### src/rtl/clock_set_controller.sv
// clock_set_controller
// Time-set controller for the digital clock. In RUN the counter chain is free
// to advance. A mode press freezes the counters and enters an edit sequence
// (hours, then minutes) driven by inc/dec presses. A final mode press commits
// the edited time with a one-cycle parallel load. If no button activity is
// seen for TIMEOUT_S seconds while editing, the edit is abandoned without a load.
//
// Parameters:
//   TIMEOUT_S      - idle seconds before set mode is abandoned (1..255)
// Optional feature macro:
//   AUTO_REPEAT_EN - a held inc/dec button keeps stepping once per second,
//                    starting from the third tick after the press
// Ports:
//   clk, rst       - system clock, asynchronous active-high reset
//   tick_1s        - one-cycle pulse per second from the clock divider
//   btn_mode/inc/dec - debounced, clk-synchronous button levels
//   cur_minutes/hours - live counter values, captured when editing starts
//   run_en         - counters may advance
//   load           - one-cycle load strobe; load_seconds/minutes/hours are
//                    the load values
//   set_mode       - 0 RUN, 1 SET_HR, 2 SET_MIN, 3 COMMIT
//   blink          - blink enable for the field being edited
module clock_set_controller #(
  parameter int unsigned TIMEOUT_S = 30
) (
  input  logic       clk,
  input  logic       rst,
  input  logic       tick_1s,
  input  logic       btn_mode,
  input  logic       btn_inc,
  input  logic       btn_dec,
  input  logic [5:0] cur_minutes,
  input  logic [4:0] cur_hours,
  output logic       run_en,
  output logic       load,
  output logic [5:0] load_seconds,
  output logic [5:0] load_minutes,
  output logic [4:0] load_hours,
  output logic [1:0] set_mode,
  output logic       blink
);

  localparam logic [1:0] ST_RUN     = 2'd0;
  localparam logic [1:0] ST_SET_HR  = 2'd1;
  localparam logic [1:0] ST_SET_MIN = 2'd2;
  localparam logic [1:0] ST_COMMIT  = 2'd3;
  localparam logic [7:0] TMO_LIMIT  = 8'(TIMEOUT_S);

  logic [1:0] state_q, state_d;
  logic [4:0] edit_hr_q, edit_hr_d;
  logic [5:0] edit_min_q, edit_min_d;
  logic [7:0] tmo_q, tmo_d;
  logic       blink_q, blink_d;
  logic       run_en_q, run_en_d;
  logic       load_q, load_d;
  logic [5:0] load_min_q, load_min_d;
  logic [4:0] load_hr_q, load_hr_d;
  logic       mode_prev_q, inc_prev_q, dec_prev_q;

  logic ev_mode, ev_inc, ev_dec;
  logic in_set, next_in_set;
  logic step_up, step_dn;
  logic rep_step_up, rep_step_dn;

  // Wrapping +/-1 on the hours field (0..23).
  function automatic logic [4:0] hr_step(input logic [4:0] v, input logic up);
    if (up) return (v == 5'd23) ? 5'd0 : v + 5'd1;
    else    return (v == 5'd0) ? 5'd23 : v - 5'd1;
  endfunction

  // Wrapping +/-1 on the minutes field (0..59).
  function automatic logic [5:0] min_step(input logic [5:0] v, input logic up);
    if (up) return (v == 6'd59) ? 6'd0 : v + 6'd1;
    else    return (v == 6'd0) ? 6'd59 : v - 6'd1;
  endfunction

  assign ev_mode = btn_mode & ~mode_prev_q;
  assign ev_inc  = btn_inc & ~inc_prev_q;
  assign ev_dec  = btn_dec & ~dec_prev_q;
  assign in_set  = (state_q == ST_SET_HR) || (state_q == ST_SET_MIN);

`ifdef AUTO_REPEAT_EN
  logic       rep_armed_q, rep_armed_d;
  logic       rep_up_q, rep_up_d;
  logic [1:0] rep_cnt_q, rep_cnt_d;
  logic       rep_held;
  logic       rep_fire;

  // Repeat is only live while the armed button alone stays held.
  assign rep_held    = rep_up_q ? (btn_inc & ~btn_dec) : (btn_dec & ~btn_inc);
  assign rep_fire    = in_set & ~ev_mode & ~ev_inc & ~ev_dec & rep_armed_q &
                       rep_held & tick_1s & (rep_cnt_q == 2'd2);
  assign rep_step_up = rep_fire & rep_up_q;
  assign rep_step_dn = rep_fire & ~rep_up_q;

  // Auto-repeat arming and tick holdoff (two silent ticks, then steps).
  always_comb begin
    rep_armed_d = rep_armed_q;
    rep_up_d    = rep_up_q;
    rep_cnt_d   = rep_cnt_q;
    if (!in_set || ev_mode || (ev_inc && ev_dec)) begin
      rep_armed_d = 1'b0;
    end else if (ev_inc || ev_dec) begin
      rep_armed_d = 1'b1;
      rep_up_d    = ev_inc;
      rep_cnt_d   = 2'd0;
    end else if (rep_armed_q && !rep_held) begin
      rep_armed_d = 1'b0;
    end else if (rep_armed_q && tick_1s && (rep_cnt_q != 2'd2)) begin
      rep_cnt_d = rep_cnt_q + 2'd1;
    end else begin
      rep_cnt_d = rep_cnt_q;
    end
  end

  // Auto-repeat state registers.
  always_ff @(posedge clk or posedge rst) begin
    if (rst) begin
      rep_armed_q <= 1'b0;
      rep_up_q    <= 1'b0;
      rep_cnt_q   <= 2'd0;
    end else begin
      rep_armed_q <= rep_armed_d;
      rep_up_q    <= rep_up_d;
      rep_cnt_q   <= rep_cnt_d;
    end
  end
`else
  assign rep_step_up = 1'b0;
  assign rep_step_dn = 1'b0;
`endif

  // A mode event suppresses any edit; inc and dec together cancel out.
  assign step_up = (ev_inc & ~ev_dec & ~ev_mode) | rep_step_up;
  assign step_dn = (ev_dec & ~ev_inc & ~ev_mode) | rep_step_dn;

  // Next state, edit fields and idle timeout.
  always_comb begin
    state_d    = state_q;
    edit_hr_d  = edit_hr_q;
    edit_min_d = edit_min_q;
    tmo_d      = tmo_q;
    case (state_q)
      ST_RUN: begin
        tmo_d = 8'd0;
        if (ev_mode) begin
          state_d    = ST_SET_HR;
          edit_hr_d  = cur_hours;
          edit_min_d = cur_minutes;
        end else begin
          state_d = ST_RUN;
        end
      end
      ST_SET_HR, ST_SET_MIN: begin
        // Activity in the timeout cycle wins over the timeout.
        if (ev_mode || ev_inc || ev_dec || step_up || step_dn) begin
          tmo_d = 8'd0;
        end else if (tick_1s) begin
          if (tmo_q + 8'd1 == TMO_LIMIT) begin
            tmo_d   = 8'd0;
            state_d = ST_RUN;
          end else begin
            tmo_d = tmo_q + 8'd1;
          end
        end else begin
          tmo_d = tmo_q;
        end
        if (ev_mode) begin
          state_d = (state_q == ST_SET_HR) ? ST_SET_MIN : ST_COMMIT;
        end else begin
          state_d = state_d;
        end
        if (state_q == ST_SET_HR) begin
          if (step_up || step_dn) edit_hr_d = hr_step(edit_hr_q, step_up);
          else                    edit_hr_d = edit_hr_q;
        end else begin
          if (step_up || step_dn) edit_min_d = min_step(edit_min_q, step_up);
          else                    edit_min_d = edit_min_q;
        end
      end
      ST_COMMIT: begin
        state_d = ST_RUN;
        tmo_d   = 8'd0;
      end
      default: begin
        state_d = ST_RUN;
        tmo_d   = 8'd0;
      end
    endcase
  end

  assign next_in_set = (state_d == ST_SET_HR) || (state_d == ST_SET_MIN);

  // Output next-values, derived from the next state so outputs stay registered.
  always_comb begin
    run_en_d   = (state_d == ST_RUN);
    load_d     = (state_d == ST_COMMIT);
    load_min_d = load_min_q;
    load_hr_d  = load_hr_q;
    if (load_d) begin
      load_min_d = edit_min_d;
      load_hr_d  = edit_hr_d;
    end else begin
      load_min_d = load_min_q;
      load_hr_d  = load_hr_q;
    end
    if (!next_in_set)              blink_d = 1'b0;
    else if (in_set && tick_1s)    blink_d = ~blink_q;
    else                           blink_d = blink_q;
  end

  // State, edit and output registers.
  always_ff @(posedge clk or posedge rst) begin
    if (rst) begin
      state_q     <= ST_RUN;
      edit_hr_q   <= 5'd0;
      edit_min_q  <= 6'd0;
      tmo_q       <= 8'd0;
      blink_q     <= 1'b0;
      run_en_q    <= 1'b1;
      load_q      <= 1'b0;
      load_min_q  <= 6'd0;
      load_hr_q   <= 5'd0;
      mode_prev_q <= 1'b0;
      inc_prev_q  <= 1'b0;
      dec_prev_q  <= 1'b0;
    end else begin
      state_q     <= state_d;
      edit_hr_q   <= edit_hr_d;
      edit_min_q  <= edit_min_d;
      tmo_q       <= tmo_d;
      blink_q     <= blink_d;
      run_en_q    <= run_en_d;
      load_q      <= load_d;
      load_min_q  <= load_min_d;
      load_hr_q   <= load_hr_d;
      mode_prev_q <= btn_mode;
      inc_prev_q  <= btn_inc;
      dec_prev_q  <= btn_dec;
    end
  end

  assign run_en       = run_en_q;
  assign load         = load_q;
  assign load_seconds = 6'd0;
  assign load_minutes = load_min_q;
  assign load_hours   = load_hr_q;
  assign set_mode     = state_q;
  assign blink        = blink_q;

endmodule

### config.mk
export PLATFORM = sky130hd
export DESIGN_NAME = clock_set_controller
export DESIGN_NICKNAME = d
export VERILOG_FILES = /design/src/rtl/clock_set_controller.sv
export SDC_FILE = /design/constraint.sdc
export NUM_CORES = 1
export LEC_CHECK = 0
export CORE_ASPECT_RATIO = 1.4
export CORE_MARGIN = 2
export CORE_UTILIZATION = 35
export CTS_BUF_LIST = sky130_fd_sc_hd__clkbuf_8
export DETAILED_ROUTE_END_ITERATION = 12
export PLACE_DENSITY = 0.65
export SLEW_MARGIN = 15
export SYNTH_ARGS = -nofsm -noshare
export SYNTH_HDL_FRONTEND = slang
export SYNTH_SLANG_ARGS = --single-unit
### constraint.sdc
create_clock -name clk -period 6.36 [get_ports clk]
set_clock_uncertainty 0.1 [all_clocks]
set_input_delay 0.954 -clock clk [delete_from_list [all_inputs] [get_ports clk]]
set_output_delay 0.954 -clock clk [all_outputs]
set_load 0.02 [all_outputs]
After elaboration in Yosys (flattened, before gate mapping)
Index checks and enable logic that the tools add are counted.
{ "op_classes": {"n_addsub": 5, "eq_ne": 11, "mux": 27, "bitwise": 14, "n_reduce_logical": 14} }
{ "op_table": {"columns": ["op", "n"], "rows": [
  ["2-to-1 mux 6 bit", 6],
  ["2-to-1 mux 5 bit", 6],
  ["2-to-1 mux 8 bit", 3],
  ["one-hot mux 8 bit (2 select lines)", 1],
  ["one-hot mux 6 bit (2 select lines)", 1],
  ["one-hot mux 5 bit (2 select lines)", 1],
  ["adder 8 x 1 -> 8 bit, second input constant", 1],
  ["equality test 2 bit, second input constant", 4],
  ["equality test 8 x 5 -> 1 bit, second input constant", 1],
  ["2-to-1 mux 2 bit", 4],
  ["AND 1 bit", 7],
  ["logical OR 1 bit", 7],
  ["inverter 1 bit", 7],
  ["adder 6 x 1 -> 6 bit, second input constant", 1],
  ["equality test 6 bit, second input constant", 1],
  ["logical NOT 6 bit", 1],
  ["one-hot mux 2 bit (3 select lines)", 1],
  ["subtractor 6 x 1 -> 6 bit, second input constant", 1],
  ["adder 5 x 1 -> 5 bit, second input constant", 1],
  ["equality test 5 bit, second input constant", 1],
  ["logical NOT 5 bit", 1],
  ["subtractor 5 x 1 -> 5 bit, second input constant", 1],
  ["equality test 2 x 1 -> 1 bit, second input constant", 2],
  ["logical NOT 2 bit", 2],
  ["5 further kinds", 9]
]} }
{ "word_totals": {"reg_bits": 38, "input_bits": 17, "output_inout_bits": 22, "wordCells": 83} }

Depth between registers and ports, before layout
{ "logic_depth": {"word_depth": 13, "ltp_mapped": 13, "mapped_depth_nobuf": 11} }

Least setup slack after synthesis
OpenSTA, ideal clock, no wires.
{ "synth_timing": {"path_type": "input-to-reg", "start": "input btn_mode", "end": "register load_hr_q[3] (netlist: load_hours[3])", "setup_ps": 125, "arrival_time_ps": 3013, "required_ps": 6135, "path_slack_ps": 3122, "path_stages": 10, "n_path_buf": 4, "path_cell_list": "and2b_4 > buf_2 > buf_2 > nor3_1 > and3_1 > o22ai_1 > ha_1 > buf_1 > clkbuf_1 > mux2_2"} }
{ "synth_between": {"elab_chain_len": 9, "word_cells_on_any_way": 19, "cone_classes": "eq/ne (1); mux (9); bitwise (4); reduce/logical (5)"} }
{ "synth_rtl": {"columns": ["item", "line_no", "text"], "rows": [
  ["start: declaration", "29", "input logic btn_mode,"],
  ["AND 1 bit *", "77", "assign ev_mode = btn_mode & ~mode_prev_q;"],
  ["inverter 1 bit or logical OR 1 bit (tied branches)", "134, 135, 156", null],
  ["AND 1 bit or logical OR 1 bit (tied branches)", "134, 156", null],
  ["logical OR 1 bit (2 in series)", "156", "if (ev_mode || ev_inc || ev_dec || step_up || step_dn) begin"],
  ["2-to-1 mux 2 bit", "156", null],
  ["2-to-1 mux 2 bit *", "168", "if (ev_mode) begin"],
  ["one-hot mux 2 bit (3 select lines) *", "143", "case (state_q)"],
  ["net state_d[1]", "49", "logic [1:0] state_q, state_d;"],
  ["equality test 2 bit *", "197", "load_d = (state_d == ST_COMMIT);"],
  ["end signal: assignment", "236", "load_hr_q <= load_hr_d;"],
  ["end: declaration", "57", "logic [4:0] load_hr_q, load_hr_d;"]
]} }
The timed path passes the listed nets; every way through them passes the cells marked *.
A chain may end at the register's enable or synchronous reset.

Final worst setup path
{ "layout_timing": {"start": "input btn_dec", "end": "register load_hr_q[0] (netlist: load_hours[0])"} }
{ "layout_between": {"elab_chain_len": 10, "word_cells_on_any_way": 18, "cone_classes": "eq/ne (1); mux (7); bitwise (6); reduce/logical (4)"} }
{ "layout_rtl": {"columns": ["item", "line_no", "text"], "rows": [
  ["start: declaration", "31", "input logic btn_dec,"],
  ["AND 1 bit *", "79", "assign ev_dec = btn_dec & ~dec_prev_q;"],
  ["inverter 1 bit", "134", "assign step_up = (ev_inc & ~ev_dec & ~ev_mode) | rep_step_up;"],
  ["AND 1 bit (2 in series)", "134", null],
  ["logical OR 1 bit", "156", null],
  ["logical OR 1 bit *", "156", null],
  ["2-to-1 mux 2 bit *", "156", null],
  ["2-to-1 mux 2 bit *", "168", null],
  ["one-hot mux 2 bit (3 select lines) *", "143", null],
  ["net state_d[1]", "49", null],
  ["equality test 2 bit *", "197", null]
]} }
Marked as above.

==> results.yml <==
run_status:
  status: "complete, no violations"
floorplanning:
  start_util_pct: 36.3
  die_w_um: 77.9
  num_io_pins: 39
  rows: 37
  dieArea_mm2: 0.00836
  core_area_mm2: 0.00736
  die_h_um: 107
sta:
  hold_viol: 0
  slew_violations: 0
  post-route-min-period_ps: 3480
  setup_viol: 0
  min_period_over_period_pct: 54.7
  fmax_mhz: 287
  worst_pin_slew_ps: 646
  rsz0062_at_grt: "false"
  tns_ps: 0
  maxSlewHeadroom_pct: 56.9
cts:
  cts.sinks: 38
  h-tree-depth: 2
  cts_buffers: 5
  path_clk_slew_ps: 70
  postCtsHoldBufs: 0
  post_cts_buffers: 0
  post_cts_resized: 0
  cts_buffer_depth: 2
  cts_tree: "built"
  clk_latency_ps: 280
  cts_root_buffer: "clkbuf_8"
cells_and_area:
  areaGrowthSynthToFinish_pct: 15.6
  drive_above_1_share_pct: 9.97
  layout_common_cells: "dfrtp_1, clkdlybuf4s50_1, nand2_1"
  seqCellArea_um2: 952
  antenna_cells: 0
  final_util_pct: 42.0
  fillCellCount: 711
  final_common_cell: "dfrtp_1"
  nets: 340
  multiInputGateArea_mm2: 0.00155
critical_path:
  rrSetupSlack_ps: 3290
  arrival_ps: 3550
  critPathTopFamily: "simple AND/OR/NAND/NOR gates"
  crit_fanout: 15
  critPathBufInv: 1
  start_kind: "input pin"
  critical_path.cell_chain: "clkdlybuf4s50_1 -> nor2b_2 -> nor3_1 -> and3_1 -> o22ai_1 -> ha_1 -> nand2_1 -> o32a_1"
  cp-end-kind: "register"
  path_class: "in2reg"
  max_stage_delay_ps: 620
  crit_required_ps: 6430
  cp_slowest_cell: "ha_1"
drt:
  first_pass_iters: 4
  drc_errors: 0
  viasPerCell: 5.45
  drt-wirelength-per-cell_um: 15.7
  drt_iter0_markers: 136
  detail-route-antenna-nets: 0
  vias: 2224
  wl_um: 6410
synthesis:
  synth_top_family_by_area: "simple AND/OR/NAND/NOR gates"
  synth_compound_area_share_pct: 19.4
  synth_edf_count: 0
  synth-xor-area-share_pct: 4.63
  synth_top_area_share_pct: 34.6
  syn_inst: 288
  muxShareOfSynthArea_pct: 5.90
  synthSimpleGateAreaFrac_pct: 21.0
  synth_area_mm2: 0.00267
  ys_warn_count: 0
  ys_async_sr_fraction_pct: 100
  synth_cell_types: 71
  synth_top_cell_by_area: "dfrtp_1"
  synthAdderAreaFrac_pct: 6.08
  synthFlopType: "dfrtp_1"
  syn_area_per_cell_um2: 9.28
  synthTopCellsByArea: "dfrtp_1, ha_1, nand2_1"
  ys_ff_latch: 38
  synth-seq-area-share_pct: 35.6
global_route:
  antenna_found_initial: 0
  grt_overflow_total: 0
  grt_max_degree: 39
  track_usage_pct: 15.9
  grt_pass1_vias: 2113
  grt_pass1_wl_um: 10600
power_and_ir_drop:
  p_leak_nw: 1.30
  p_per_area_mw_per_mm2: 406
  vdd_drop_max_mv: 0.136
placed_design:
  gp_congestion: 0.846
  portBuffers: 32
  hpwl_um: 4770
run:
  drv_cap: 0
min_path:
  hp-class: "reg2reg"
-- power breakdown --
group | switching (mW) | total, mW | internal, mW
clock | 0.0809 | 0.154 | 0.0731
sequential | 0.102 | 0.420 | 0.318
combinational | 0.377 | 0.683 | 0.305
total | 0.560 | 1.26 | 0.697
-- layout make-up --
class / count / area share [%]
clock buffers: 5 / 2.23
multi-input cells: 215 / 50.0
clock inverters: 3 / 0.364
repair buffers: 33 / 10.6
flip-flops and latches: 38 / 30.8
well taps: 97 / 3.93
inverters: 17 / 2.06
-- per-layer routing --
layer,vias to the layer above,GRT usage [%],part of all wire (%)
met4,0,8.55,3.5
met1,1066,19.3,41
met2,58,27.3,52
met3,16,1.76,3.0
met5,-,0,0
li1,1084,-,-
-- sequential cells by signal, indices dropped and copies added, names as in the netlist --
register      flops
edit_hr_q         5
mode_prev_q       1
run_en            1
edit_min_q        6
load_hours        5
load_minutes      6
inc_prev_q        1
blink             1
load              1
set_mode          2
tmo_q             8
dec_prev_q        1
-- cells in the mapped netlist, types with 3 or more instances --
cell type / n
a21oi_1: 7
xor2_1: 5
nand2_1: 31
o31ai_1: 3
ha_1: 13
nand3_1: 9
mux2i_1: 3
clkbuf_1: 9
nand3b_1: 3
buf_2: 5
nor2b_1: 3
nor3_1: 11
a221o_1: 4
xnor2_1: 6
mux2_2: 8
a22o_1: 4
o211ai_1: 3
buf_4: 6
dfrtp_1: 37
nor2_1: 19
inv_1: 17
nor4_1: 4
and3_1: 5
o21ai_0: 6
a32oi_1: 3
a31oi_1: 5
nand2b_1: 3
-- stage by stage --
step                      power (mW)  instance area (um2)  cells  setup slack [ps]  hold slack (ps)
after global placement          1.09                 3010    400              2670              399
after CTS                       1.26                 3090    408              2850              411
after detailed placement        1.10                 3010    400              2560              396
after global routing            1.35                 3090    408              2630              421
final                           1.26                 3090    408              2880              410
after floorplan                0.887                 2690    293              3120              424
-- cells by family (layout without fill, tap and decap cells) --
logic type	Yosys count	count (layout)
AO/OA/AOI/OAI	65	65
XOR/XNOR	12	12
adder cells (fa/ha/maj)	13	13
buffers and inverters	40	58
flip-flops	38	38
multiplexers	13	13
other	1	6
AND/OR/NAND/NOR	106	106
-- final timing paths --
check,from,endpoint,cells past startpoint
max reg2reg,tmo_q[0],load_hours[4],9
min in group asynchronous,rst,load_minutes[5],3
min reg2reg,load_minutes[3],load_minutes[3],1
max in group asynchronous,rst,run_en,3
max,btn_dec,load_hours[0],8
min,load_minutes[3],load_minutes[3],1
-- worst reg2reg max path, cell delays in order (launching register included) --
cell	delay, ps
dfrtp_1	440
ha_1	290
xnor2_1	150
nor3_1	170
nand2_1	70
nor3_1	390
nand3_1	170
a311o_1	380
ha_1	420
mux2_4	380
(Power assumes the default switching activity.)
==> RTL edit: new RTL, same flow settings <==
Register the output `load_minutes` once more; this adds one clock of latency there. The other outputs are not delayed to match.
--- a/src/rtl/clock_set_controller.sv
+++ b/src/rtl/clock_set_controller.sv
@@ -243,7 +243,9 @@
   assign run_en       = run_en_q;
   assign load         = load_q;
   assign load_seconds = 6'd0;
-  assign load_minutes = load_min_q;
+  always_ff @(posedge clk) begin
+    load_minutes <= load_min_q;
+  end
   assign load_hours   = load_hr_q;
   assign set_mode     = state_q;
   assign blink        = blink_q;
Formal check against the unedited RTL: not equivalent (Yosys sat finds a counterexample within 10 cycles, from zero or initial values and one cycle with rst high).
==> RTL edit against the original RTL <==
Total power fell by 9.7%. Wire length rose by 4.4%. Via count rose by 7.1%. Final cell count rose by 7.4%. Sequential power rose by 12%. Die area rose by 3.4%. Clock power rose by 8%. Area after synthesis rose by 3.6%. Design area rose by 3.7%. Setup slack got worse by 0.26 ns. Combinational power fell by 27%. Worst hold slack got worse by 0.14 ns. Global-route usage rose by 0.48 points. Largest cell class unchanged. Sequential cell count rose by 6.
==> RTL edit: results (changes against the original RTL) <==
{
  "first_iter_violations": {"value": 119, "change": "was 136"},
  "r2r.worst_path.cells": {"value": 10, "change": "was 9"},
  "viasPerCell": {"value": 5.44, "change": "was 5.45"},
  "min_delay_path_depth": {"value": 0, "change": "was 1"},
  "critPathLaunch": {"value": "btn_mode", "change": "was btn_dec"},
  "cp_top_family": {"value": "adder cells", "change": "was simple AND/OR/NAND/NOR gates"},
  "placement.setup.worst_slack": {"value": 2.29, "unit": "ns", "change": "was 2.56 ns"},
  "outcome": {"value": "completed", "change": "unchanged"},
  "hold-worst-slack": {"value": 0.268, "unit": "ns", "change": "was 0.410 ns"},
  "worst_slew_pin_slew": {"value": 0.775, "unit": "ns", "change": "was 0.646 ns"},
  "worst_ep_arrival_time": {"value": 3.82, "unit": "ns", "change": "was 3.55 ns"},
  "swShare": {"value": 40.0, "unit": "%", "change": "was 44.6%"},
  "gp_congestion": {"value": 0.872, "change": "was 0.846"},
  "post-layout-total-power": {"value": 1130, "unit": "uW", "change": "was 1260 uW"},
  "vias_in_the_first_global_route": {"value": 2307, "change": "was 2113"},
  "wl_met1": {"value": 2.98, "unit": "mm", "change": "was 2.63 mm"},
  "crit-reg2reg-capture": {"value": "load_min_q[2]", "change": "was load_hours[4]"},
  "gr-usage-all-layers": {"value": 16.4, "unit": "%", "change": "was 15.9%"},
  "finalWorstSetupSlack": {"value": 2.62, "unit": "ns", "change": "was 2.88 ns"},
  "placedCellCount": {"value": 430, "change": "was 400"},
  "drt_first_pass_iters": {"value": 5, "change": "was 4"},
  "synth_seq_area_share": {"value": 38.7, "unit": "%", "change": "was 35.6%"},
  "finalNetCount": {"value": 367, "change": "was 340"},
  "routed-wl-met3": {"value": 321, "unit": "um", "change": "was 192 um"},
  "wl_met2": {"value": 3.26, "unit": "mm", "change": "was 3.36 mm"},
  "ys_async_sr_fraction": {"value": 86.4, "unit": "%", "change": "was 100%"},
  "netlist_top_cells_count": {"value": "sky130_fd_sc_hd__dfrtp_1, sky130_fd_sc_hd__nand2_1, sky130_fd_sc_hd__nor2_1", "change": "unchanged"},
  "timing.critical_path.slowest_cell_delay": {"value": 0.73, "unit": "ns", "change": "was 0.62 ns"},
  "placement.cell_area": {"value": 3130, "unit": "sq um", "change": "was 3010 sq um"},
  "setup.reg_to_reg.worst_slack": {"value": 3.00, "unit": "ns", "change": "was 3.29 ns"},
  "hold_path_startpoint": {"value": "load_min_q[2]", "change": "was load_minutes[3]"}
}
==> RTL edit: cell count changes after synthesis, sizes merged, moves of 6 or more <==
| cell | before | now |
|---|---|---|
| a31oi | 5 | 11 |
| o21ai | 6 | 20 |
| nand2 | 31 | 37 |
| dfxtp | 0 | 6 |
==> RTL edit: cells by family after synthesis <==
kind of cell             after synthesis  synth area share, %
flip-flops                            44                 38.7
AND/OR/NAND/NOR                      119                 22.2
multiplexers                           5                 2.12
XOR/XNOR                              11                 3.48
AO/OA/AOI/OAI                         84                 21.1
buffers and inverters                 38                 6.37
other                                  1                0.135
adder cells (fa/ha/maj)               13                 5.87
==> RTL edit: cell type report <==
cell class              instances  area [sq um]
clock inverters                 3          12.5
well taps                     100           125
multi-input cells             238          1540
clock buffers                   5          68.8
flip-flops and latches         44          1070
inverters                      14          52.6
fillers                       794          4500
repair buffers                 34           335
